[src/rtl/ramb4_s4_fifo_ctrl_pkg.sv]
// Shared constants and types for the RAMB4_S4 FIFO controller and its output buffer.
package fifo_ctrl_pkg;

  localparam int ADDR_W_DEF = 10;
  localparam int DATA_W_DEF = 4;
  localparam int OBUF_DEPTH = 2;
  localparam int PTR_W      = ADDR_W_DEF + 1;

  typedef logic [1:0] obuf_cnt_t;

  typedef enum logic [1:0] {
    OB_IDLE = 2'b00,
    OB_POP  = 2'b01,
    OB_PUSH = 2'b10,
    OB_BOTH = 2'b11
  } obuf_op_e;

  // Reads may only be issued while the buffer plus the read in flight still has a free slot.
  function automatic logic obuf_has_room(input obuf_cnt_t cnt, input logic inflight, input logic pop);
    logic [2:0] pending;
    pending = {1'b0, cnt} + {2'b00, inflight} - {2'b00, pop};
    return (pending < 3'(OBUF_DEPTH));
  endfunction

endpackage

[src/rtl/ramb4_s4_fifo_ctrl_if.sv]
// Write/read valid-ready stream bundle; the FIFO uses the slave view.
interface ramb4_s4_fifo_ctrl_if
  import fifo_ctrl_pkg::*;
#(
  parameter int DATA_W = DATA_W_DEF
);

  logic              wr_valid;
  logic              wr_ready;
  logic [DATA_W-1:0] wr_data;
  logic              rd_valid;
  logic              rd_ready;
  logic [DATA_W-1:0] rd_data;

  modport master (
    output wr_valid, wr_data, rd_ready,
    input  wr_ready, rd_valid, rd_data
  );

  modport slave (
    input  wr_valid, wr_data, rd_ready,
    output wr_ready, rd_valid, rd_data
  );

endinterface

[src/rtl/ramb4_s4_fifo_ctrl_obuf.sv]
// Two-entry output buffer that hides the RAM's registered read latency.
module ramb4_fifo_obuf
  import fifo_ctrl_pkg::*;
#(
  parameter int DATA_W = DATA_W_DEF
) (
  input  logic              CLKA,
  input  logic              RSTB,
  input  logic              push,
  input  logic [DATA_W-1:0] push_data,
  input  logic              pop,
  output obuf_cnt_t         cnt,
  output logic [DATA_W-1:0] head
);

  obuf_cnt_t         cnt_r;
  obuf_cnt_t         cnt_nxt_s;
  logic [DATA_W-1:0] head_r;
  logic [DATA_W-1:0] head_nxt_s;
  logic [DATA_W-1:0] tail_r;
  logic [DATA_W-1:0] tail_nxt_s;
  obuf_op_e          op_s;

  // Next-state of the two slots; head is forced to zero whenever the buffer drains.
  always_comb begin
    op_s       = obuf_op_e'({push, pop});
    cnt_nxt_s  = cnt_r;
    head_nxt_s = head_r;
    tail_nxt_s = tail_r;
    case (op_s)
      OB_PUSH: begin
        if (cnt_r == 2'd0) begin
          head_nxt_s = push_data;
        end else begin
          tail_nxt_s = push_data;
        end
        cnt_nxt_s = cnt_r + 2'd1;
      end
      OB_POP: begin
        if (cnt_r == 2'd2) begin
          head_nxt_s = tail_r;
        end else begin
          head_nxt_s = {DATA_W{1'b0}};
        end
        cnt_nxt_s = cnt_r - 2'd1;
      end
      OB_BOTH: begin
        if (cnt_r == 2'd2) begin
          head_nxt_s = tail_r;
          tail_nxt_s = push_data;
        end else begin
          head_nxt_s = push_data;
        end
      end
      OB_IDLE: begin
        cnt_nxt_s = cnt_r;
      end
      default: begin
        cnt_nxt_s = cnt_r;
      end
    endcase
  end

  // Slot and count registers.
  always_ff @(posedge CLKA) begin
    if (RSTB) begin
      cnt_r  <= 2'd0;
      head_r <= {DATA_W{1'b0}};
      tail_r <= {DATA_W{1'b0}};
    end else begin
      cnt_r  <= cnt_nxt_s;
      head_r <= head_nxt_s;
      tail_r <= tail_nxt_s;
    end
  end

  assign cnt  = cnt_r;
  assign head = head_r;

endmodule

[src/rtl/ramb4_s4_fifo_ctrl.sv]
// FIFO controller for a 1024x4 dual-port block RAM (port A write, port B read).
// Optional sticky ovf_err/udf_err outputs are built when FIFO_ERR_FLAGS_EN is defined.
module ramb4_s4_fifo_ctrl
  import fifo_ctrl_pkg::*;
#(
  parameter int ADDR_W = ADDR_W_DEF,
  parameter int DATA_W = DATA_W_DEF
) (
  input  logic                CLKA,
  input  logic                RSTB,
  ramb4_s4_fifo_ctrl_if.slave bus,
  output logic [ADDR_W:0]     count,
  output logic [ADDR_W-1:0]   ram_addra,
  output logic [DATA_W-1:0]   ram_dia,
  output logic                ram_ena,
  output logic                ram_wea,
  output logic [ADDR_W-1:0]   ram_addrb,
  output logic                ram_enb,
  input  logic [DATA_W-1:0]   ram_dob
`ifdef FIFO_ERR_FLAGS_EN
  ,
  output logic                ovf_err,
  output logic                udf_err
`endif
);

  localparam logic [ADDR_W:0]   DEPTH_C = {1'b1, {ADDR_W{1'b0}}};
  localparam logic [ADDR_W:0]   CNT_ONE = {{ADDR_W{1'b0}}, 1'b1};
  localparam logic [ADDR_W-1:0] PTR_ONE = {{(ADDR_W-1){1'b0}}, 1'b1};

  logic [ADDR_W-1:0] wr_ptr_r;
  logic [ADDR_W-1:0] rd_ptr_r;
  logic [ADDR_W:0]   occ_r;
  logic [ADDR_W:0]   ram_cnt_r;
  logic              inflight_r;
  obuf_cnt_t         obuf_cnt_s;
  logic [DATA_W-1:0] obuf_head_s;
  logic              wr_ready_s;
  logic              wr_acc_s;
  logic              rd_valid_s;
  logic              pop_s;
  logic              issue_s;

  // Handshake decode; ram_cnt_r is registered so a read never targets the slot written this edge.
  always_comb begin
    wr_ready_s = (occ_r < DEPTH_C) && !RSTB;
    wr_acc_s   = bus.wr_valid && wr_ready_s;
    rd_valid_s = (obuf_cnt_s != 2'd0);
    pop_s      = rd_valid_s && bus.rd_ready;
    issue_s    = (ram_cnt_r != {(ADDR_W+1){1'b0}}) && !RSTB &&
                 obuf_has_room(obuf_cnt_s, inflight_r, pop_s);
  end

  // Pointers, occupancy, RAM-resident count and the read-in-flight flag.
  always_ff @(posedge CLKA) begin
    if (RSTB) begin
      wr_ptr_r   <= {ADDR_W{1'b0}};
      rd_ptr_r   <= {ADDR_W{1'b0}};
      occ_r      <= {(ADDR_W+1){1'b0}};
      ram_cnt_r  <= {(ADDR_W+1){1'b0}};
      inflight_r <= 1'b0;
    end else begin
      if (wr_acc_s) begin
        wr_ptr_r <= wr_ptr_r + PTR_ONE;
      end
      if (issue_s) begin
        rd_ptr_r <= rd_ptr_r + PTR_ONE;
      end
      inflight_r <= issue_s;
      case ({wr_acc_s, pop_s})
        2'b10:   occ_r <= occ_r + CNT_ONE;
        2'b01:   occ_r <= occ_r - CNT_ONE;
        default: occ_r <= occ_r;
      endcase
      case ({wr_acc_s, issue_s})
        2'b10:   ram_cnt_r <= ram_cnt_r + CNT_ONE;
        2'b01:   ram_cnt_r <= ram_cnt_r - CNT_ONE;
        default: ram_cnt_r <= ram_cnt_r;
      endcase
    end
  end

  ramb4_fifo_obuf #(
    .DATA_W (DATA_W)
  ) u_obuf (
    .CLKA      (CLKA),
    .RSTB      (RSTB),
    .push      (inflight_r),
    .push_data (ram_dob),
    .pop       (pop_s),
    .cnt       (obuf_cnt_s),
    .head      (obuf_head_s)
  );

  assign bus.wr_ready = wr_ready_s;
  assign bus.rd_valid = rd_valid_s;
  assign bus.rd_data  = obuf_head_s;
  assign count        = occ_r;
  assign ram_ena      = wr_acc_s;
  assign ram_wea      = wr_acc_s;
  assign ram_addra    = wr_ptr_r;
  assign ram_dia      = bus.wr_data;
  assign ram_enb      = issue_s;
  assign ram_addrb    = rd_ptr_r;

`ifdef FIFO_ERR_FLAGS_EN
  logic ovf_err_r;
  logic udf_err_r;

  // Sticky protocol-error flags, cleared only by reset.
  always_ff @(posedge CLKA) begin
    if (RSTB) begin
      ovf_err_r <= 1'b0;
      udf_err_r <= 1'b0;
    end else begin
      if (bus.wr_valid && !wr_ready_s) begin
        ovf_err_r <= 1'b1;
      end
      if (bus.rd_ready && !rd_valid_s) begin
        udf_err_r <= 1'b1;
      end
    end
  end

  assign ovf_err = ovf_err_r;
  assign udf_err = udf_err_r;
`endif

endmodule

[src/flat_wrapper.sv]
// flat-port wrapper written by rule: the top's interface ports become plain ports
module ramb4_s4_fifo_ctrl_flat import fifo_ctrl_pkg::*;
#(
  parameter int ADDR_W = ADDR_W_DEF,
  parameter int DATA_W = DATA_W_DEF
)
  (CLKA, RSTB, count, ram_addra, ram_dia, ram_ena, ram_wea, ram_addrb, ram_enb, ram_dob, bus_wr_valid, bus_wr_data, bus_rd_ready, bus_wr_ready, bus_rd_valid, bus_rd_data);
  ramb4_s4_fifo_ctrl_if #(.DATA_W(DATA_W)) bus_i ();
  input  logic CLKA;
  input  logic RSTB;
  output logic [ADDR_W:0] count;
  output logic [ADDR_W-1:0] ram_addra;
  output logic [DATA_W-1:0] ram_dia;
  output logic ram_ena;
  output logic ram_wea;
  output logic [ADDR_W-1:0] ram_addrb;
  output logic ram_enb;
  input  logic [DATA_W-1:0] ram_dob;
  input wire logic [$bits(bus_i.wr_valid)-1:0] bus_wr_valid;
  input wire logic [$bits(bus_i.wr_data)-1:0] bus_wr_data;
  input wire logic [$bits(bus_i.rd_ready)-1:0] bus_rd_ready;
  output wire logic [$bits(bus_i.wr_ready)-1:0] bus_wr_ready;
  output wire logic [$bits(bus_i.rd_valid)-1:0] bus_rd_valid;
  output wire logic [$bits(bus_i.rd_data)-1:0] bus_rd_data;
  assign bus_i.wr_valid = bus_wr_valid;
  assign bus_i.wr_data = bus_wr_data;
  assign bus_i.rd_ready = bus_rd_ready;
  assign bus_wr_ready = bus_i.wr_ready;
  assign bus_rd_valid = bus_i.rd_valid;
  assign bus_rd_data = bus_i.rd_data;
  ramb4_s4_fifo_ctrl #(.ADDR_W(ADDR_W), .DATA_W(DATA_W)) u_core (.CLKA(CLKA), .RSTB(RSTB), .bus(bus_i), .count(count), .ram_addra(ram_addra), .ram_dia(ram_dia), .ram_ena(ram_ena), .ram_wea(ram_wea), .ram_addrb(ram_addrb), .ram_enb(ram_enb), .ram_dob(ram_dob));
endmodule
[config.mk]
export PLATFORM = sky130hd
export DESIGN_NAME = ramb4_s4_fifo_ctrl_flat
export DESIGN_NICKNAME = d
export VERILOG_FILES = /design/src/rtl/ramb4_s4_fifo_ctrl_pkg.sv /design/src/rtl/ramb4_s4_fifo_ctrl_if.sv /design/src/rtl/ramb4_s4_fifo_ctrl_obuf.sv /design/src/rtl/ramb4_s4_fifo_ctrl.sv /design/src/flat_wrapper.sv
export SDC_FILE = /design/constraint.sdc
export NUM_CORES = 1
export LEC_CHECK = 0
export ABC_AREA = 1
export ABC_CLOCK_PERIOD_IN_PS = 7300
export BUFFER_PORTS_ARGS = -buffer_cell sky130_fd_sc_hd__buf_2
export CORE_MARGIN = 2
export CORE_UTILIZATION = 50
export DETAILED_ROUTE_END_ITERATION = 8
export PLACE_DENSITY = 0.82
export SKIP_CTS_REPAIR_TIMING = 1
export SLEW_MARGIN = 20
export SYNTH_ARGS = -nofsm -noshare
export SYNTH_HDL_FRONTEND = slang
export SYNTH_SLANG_ARGS = --single-unit
[constraint.sdc]
create_clock -name CLKA -period 7.3 [get_ports CLKA]
set_input_delay 0.73 -clock CLKA [delete_from_list [all_inputs] [get_ports CLKA]]
set_output_delay 0.73 -clock CLKA [all_outputs]
set_load 0.02 [all_outputs]
* Word-level counts from Yosys, hierarchy flattened *
Cells that the tools add are included.
Widths: inputs -> output; s select.

cells by class
  reductions and logical operators = 16
  $add $sub $neg = 10
  $lt $le $gt $ge = 2
  muxes and demuxes = 10
  equal/unequal tests = 11

operators with widths
  cell                   count
  $pmux 11 s2            2
  $add 11x1->11 const B  2
  $sub 11x1->11 const B  2
  $add 10x1->10 const B  2
  $mux 4                 5
  $pmux 4 s3             1
  $lt 11x11->1 const B   1
  $reduce_bool 11->1     1
  $eq 2x2->1 const B     5
  $reduce_bool 2->1      5
  $pmux 4 s2             1
  $eq 2x1->1 const B     3
  $ne 2x2->1 const B     3
  $logic_and 1x1->1      5
  $pmux 2 s2             1
  $add 2x1->3            1
  $lt 3x2->1 const B     1
  $reduce_and 3->1       1
  $reduce_bool 3->1      1
  $sub 3x1->3            1
  $add 2x1->2 const B    1
  $logic_not 2->1        1
  $reduce_and 2->1       1
  $sub 2x1->2 const B    1
  $logic_not 1->1        1

word-level totals
  register bits = 53
  word-level logic and storage cells = 57
  output and inout port bits = 44
  input port bits = 12

* Depth between registers and ports, before layout *
  word-level depth = 7
  gate-level depth with buffers = 23
  depth with buffers taken out = 23

* Hierarchy *
Synthesis repeated with hierarchy kept, for this count alone.

second synthesis, totals
  cell total of the unflattened synthesis = 567
  area, all modules = 3648.5 µm²

by module, submodules not included
  module              area an instance (µm²)  cells each  sequential area each (µm²)  times used
  ramb4_s4_fifo_ctrl  3064.2                  483         860.8                       1
  ramb4_fifo_obuf     584.3                   84          200.2                       1

* Worst setup path before layout *
OpenSTA, ideal clock, no wires.

  path kind = input -> register
  start = input bus_rd_ready
  end = register u_core.ram_cnt_r[8]
  data arrival time = 3.780 ns
  cell stages on the path = 18
  library setup time = 0.109 ns
  slack = 3.411 ns
  path buffers = 0
  required time = 7.191 ns
  cell sequence = nand2_4 > ha_1 > nor2_1 > inv_1 > fa_1 > nand4_2 > a21oi_2 > ha_1 > inv_1 > fa_1 > inv_1 > nand3_1 > nand3_1 > nand2_1 > nand3_1 > nand3_1 > nand2_1 > inv_1

between the ends
  word-level cells in the longest chain between the ends = 6
  elaborated cells between the ends (all ways) = 8
  classes of those cells = add/sub: 1; order compare: 1; eq/ne: 2; mux: 1; reduce/logical: 3

ends and longest elaborated chain
  element                                                  RTL line                      RTL
  start: declaration                                       flat_wrapper.sv:21            input wire logic [$bits(bus_i.rd_ready)-1:0] bus_rd_ready;
  $logic_and 1x1->1 *                                      ramb4_s4_fifo_ctrl.sv:49      pop_s = rd_valid_s && bus.rd_ready;
  $sub 3x1->3 *                                            ramb4_s4_fifo_ctrl_pkg.sv:21  pending = {1'b0, cnt} + {2'b00, inflight} - {2'b00, pop};
  $lt 3x2->1 *                                             ramb4_s4_fifo_ctrl_pkg.sv:22  return (pending < 3'(OBUF_DEPTH));
  $logic_and 1x1->1 *                                      ramb4_s4_fifo_ctrl.sv:50      issue_s = (ram_cnt_r != {(ADDR_W+1){1'b0}}) && !RSTB &&
  net ram_enb                                              flat_wrapper.sv:17            output logic ram_enb;
  $eq 2x1->1 / $eq 2x2->1 (equally long branches)          ramb4_s4_fifo_ctrl.sv:75      case ({wr_acc_s, issue_s})
  $pmux 11 s2 / $reduce_bool 2->1 (equally long branches)  --
  end signal: assignment                                   ramb4_s4_fifo_ctrl.sv:76      2'b10: ram_cnt_r <= ram_cnt_r + CNT_ONE;
  end signal: assignment                                   ramb4_s4_fifo_ctrl.sv:77      2'b01: ram_cnt_r <= ram_cnt_r - CNT_ONE;
  end signal: assignment                                   ramb4_s4_fifo_ctrl.sv:78      default: ram_cnt_r <= ram_cnt_r;
  end: declaration                                         ramb4_s4_fifo_ctrl.sv:34      logic [ADDR_W:0] ram_cnt_r;

The timed path passes the listed nets; every way through them passes the cells marked *.
A chain may end at the register's enable or synchronous reset.

* Worst setup path in the final report *
  start = register u_core.u_obuf.cnt_r[0], in the netlist u_core.u_obuf.cnt[0]
  end = register u_core.ram_cnt_r[6]

between the ends
  word-level cells in the longest chain between the ends = 7
  elaborated cells between the ends (all ways) = 10
  classes of those cells = add/sub: 2; order compare: 1; eq/ne: 2; mux: 1; reduce/logical: 4

ends and longest elaborated chain
  element                                                  RTL line                       RTL
  start: declaration                                       ramb4_s4_fifo_ctrl_obuf.sv:16  obuf_cnt_t cnt_r;
  start signal: assignment                                 ramb4_s4_fifo_ctrl_obuf.sv:71  cnt_r <= cnt_nxt_s;
  branches (longest 2 deep; another with $add 2x1->3)      --
  $sub 3x1->3 *                                            ramb4_s4_fifo_ctrl_pkg.sv:21
  $lt 3x2->1 *                                             ramb4_s4_fifo_ctrl_pkg.sv:22
  $logic_and 1x1->1 *                                      ramb4_s4_fifo_ctrl.sv:50
  $eq 2x1->1 / $eq 2x2->1 (equally long branches)          ramb4_s4_fifo_ctrl.sv:75
  $pmux 11 s2 / $reduce_bool 2->1 (equally long branches)  --

Mark *: on every way between the ends.

==> out/metrics.csv <==
metric,value,unit
status,"complete, no violations",
total power,1452,uW
grt total ovfl,0,
final net count,617,
Syn Nets,576,
Clock Skew,0.006747,ns
largest net degree at the start of global routing,32,
GP Congestion,0.9038,
Rows,30,
Max Cap Viol,0,
Die Width,88.19,um
"Seq/Total Area, Yosys",29.94,%
DR pass1 iterations,4,
post-layout min period,4.113,ns
Post-Route WL,7.400,mm
Critical path origin,u_core.u_obuf.cnt[0]$_SDFFE_PP0N_,
FF-to-FF setup slack,3.19,ns
routed via count,3355,
CP required,7.52,ns
clk_lat worst skew,0.31,ns
cells along the critical path,inv_2 -> nand2_4 -> nand2_4 -> ha_1 -> nor2_1 -> inv_1 -> fa_1 -> nand4_2 -> a21oi_2 -> ha_1 -> inv_1 -> fa_1 -> inv_1 -> nand3_1 -> nand3_1 -> nand2_1 -> nand3_1 -> nand3_1 -> nand2_1 -> inv_1,
Power Density,370.7,nW/um^2
Crit Path Max Fanout,11,
Yosys warnings,0,
CTS tree,yes,
Starting Density,51.87,%
Final Max Tran Viols,0,
most frequent cells in the layout,"nand2_1, inv_1, nor2_1",
port bufs,47,
all-layer global routing usage,19.75,%
Antenna Cells,0,
Clock H-tree levels,2,
Yosys reg bits,53,
hpwl dp,5.501,mm
final hold violation count,0,
"Core Util, Final",57.34,%
CP peak stage delay,0.53,ns
"Avg Cell Area, Syn",6.599,sq um
Max IR drop VDD,0.2186,mV
"most common cell after layout, fill and taps aside",nand2_1,
Critical Path Slowest Stage Cell,ha_1,
P_leak,0.002052,uW
RSZ-0062 raised after global routing,false,
first-pass GRT wire length,12.44,mm
Tcrit/Tclk final,56.35,%
Worst Setup Start Kind,flip-flop,
relative slew slack,55.78,%
# DRC,0,
Longest Clk Path Bufs,2,
initial antenna violation count,0,
setup TNS,0,ns
Die H,88.19,um
CP endpoint kind,flip-flop,
launch point of the worst reg-to-reg path,u_core.u_obuf.cnt[0]$_SDFFE_PP0N_,
core footprint,6832,sq um
Wirelength per Cell,10.96,um
Setup Crit Path Kind,reg -> reg,
Synth Instances,537,
Num CTS Buffers,5,
clock sinks,53,
min-delay worst type,reg -> reg,
post-synth cell types,32,
die area,7777,sq um
vias in the first global route,2872,
Worst Path Arrival,4.33,ns
FMAX,0.2431,GHz
Synth Cell Area,3543,sq um
Hold Startpoint,u_core.u_obuf.tail_r[1]$_SDFFE_PP0P_,
Synth-to-Final Area Change,10.56,%
DRT antenna net count,0,
initial DRC count,135,
share of cells above drive strength 1,13.64,%
"Reg clk slew, reported paths",0.10,ns
Least-Margin Pin Slew,0.6633,ns
via-per-instance ratio,4.970,
# IOs,56,
Root Driver,clkbuf_8,
final-report setup violation count,0,
stage by stage:
step	cells	setup slack (ns)	hold slack (ns)	instance area (sq um)
after floorplan	537	3.411	0.4237	3543
after global placement	667	3.155	0.4319	3830
after detailed placement	667	3.023	0.4368	3830
after CTS	675	3.235	0.4522	3918
after global routing	675	2.798	0.4757	3918
final	675	3.187	0.4546	3918
synthesized netlist by cell type, drive strengths merged:
master | count | area (sq um)
a21oi | 45 | 229.0
a22oi | 2 | 15.01
a31oi | 2 | 12.51
clkinv | 2 | 8.750
inv | 88 | 330.3
dfxtp | 53 | 1061
o21bai | 1 | 7.510
xor2 | 12 | 105.1
nand4 | 6 | 43.79
nand3b | 1 | 7.510
nor2 | 64 | 277.8
o21ai | 25 | 125.1
fa | 3 | 60.06
clkbuf | 7 | 26.28
ha | 24 | 300.3
nand3 | 46 | 230.2
nor3 | 4 | 31.28
xnor2 | 6 | 52.55
nand2 | 137 | 554.3
a21o | 3 | 22.52
buf | 6 | 42.54
critical path, delay by kind of cell, from the launching register on:
family          cells  cell delay [ns]
simple gates       10             1.01
fa+ha+maj           4             1.77
compound gates      1             0.35
buf+inv             5             0.40
flops               1             0.47
cell type report:
cell class | instances | area (sq um)
inverters | 90 | 339.1
flip-flops and latches | 53 | 1061
clock buffers | 6 | 72.57
multi-input cells | 381 | 2074
repair buffers | 47 | 235.2
well taps | 96 | 120.1
clock inverters | 2 | 15.01
fillers | 682 | 2914
registers in the layout, summed over array words and instances, names as in the netlist:
register,flops
u_core.u_obuf.head,4
u_core.count,11
u_core.u_obuf.tail_r,4
u_core.inflight_r,1
u_core.ram_addra,10
u_core.ram_addrb,10
u_core.ram_cnt_r,11
u_core.u_obuf.cnt,2
cells by family after synthesis:
logic type / Yosys count / share of synthesized area, %
AND/OR/NAND/NOR: 258 / 32.31
adder cells (fa/ha/maj): 27 / 10.17
flip-flops: 53 / 29.94
buffers and inverters: 103 / 11.51
XOR/XNOR: 18 / 4.449
AO/OA/AOI/OAI: 78 / 11.62
path summary, 6_finish.rpt:
check | to | cells past startpoint
max | u_core.ram_cnt_r[6]$_SDFFE_PP0P_ | 20
min | u_core.u_obuf.tail_r[1]$_SDFFE_PP0P_ | 2
max reg2reg | u_core.ram_cnt_r[6]$_SDFFE_PP0P_ | 20
min reg2reg | u_core.u_obuf.tail_r[1]$_SDFFE_PP0P_ | 2
report_power, final:
part | switching, uW | leakage (uW) | internal [uW]
Clock | 103 | 0.0000374 | 67.9
Sequential | 71.1 | 0.000434 | 368
Combinational | 547 | 0.00158 | 295
Total | 721 | 0.00205 | 731
per-layer routing:
metal  part of all wire (%)  vias up  routed length, um  track usage [%]
met4                    1.1        0                 85            6.612
met2                     48       70               3547            33.49
met5                      0        -                  0                0
li1                       -     1771                  -                -
met3                    3.7        7                275            2.639
met1                     47     1507               3492            25.90
Note: power is estimated with default switching activity, not from simulation.
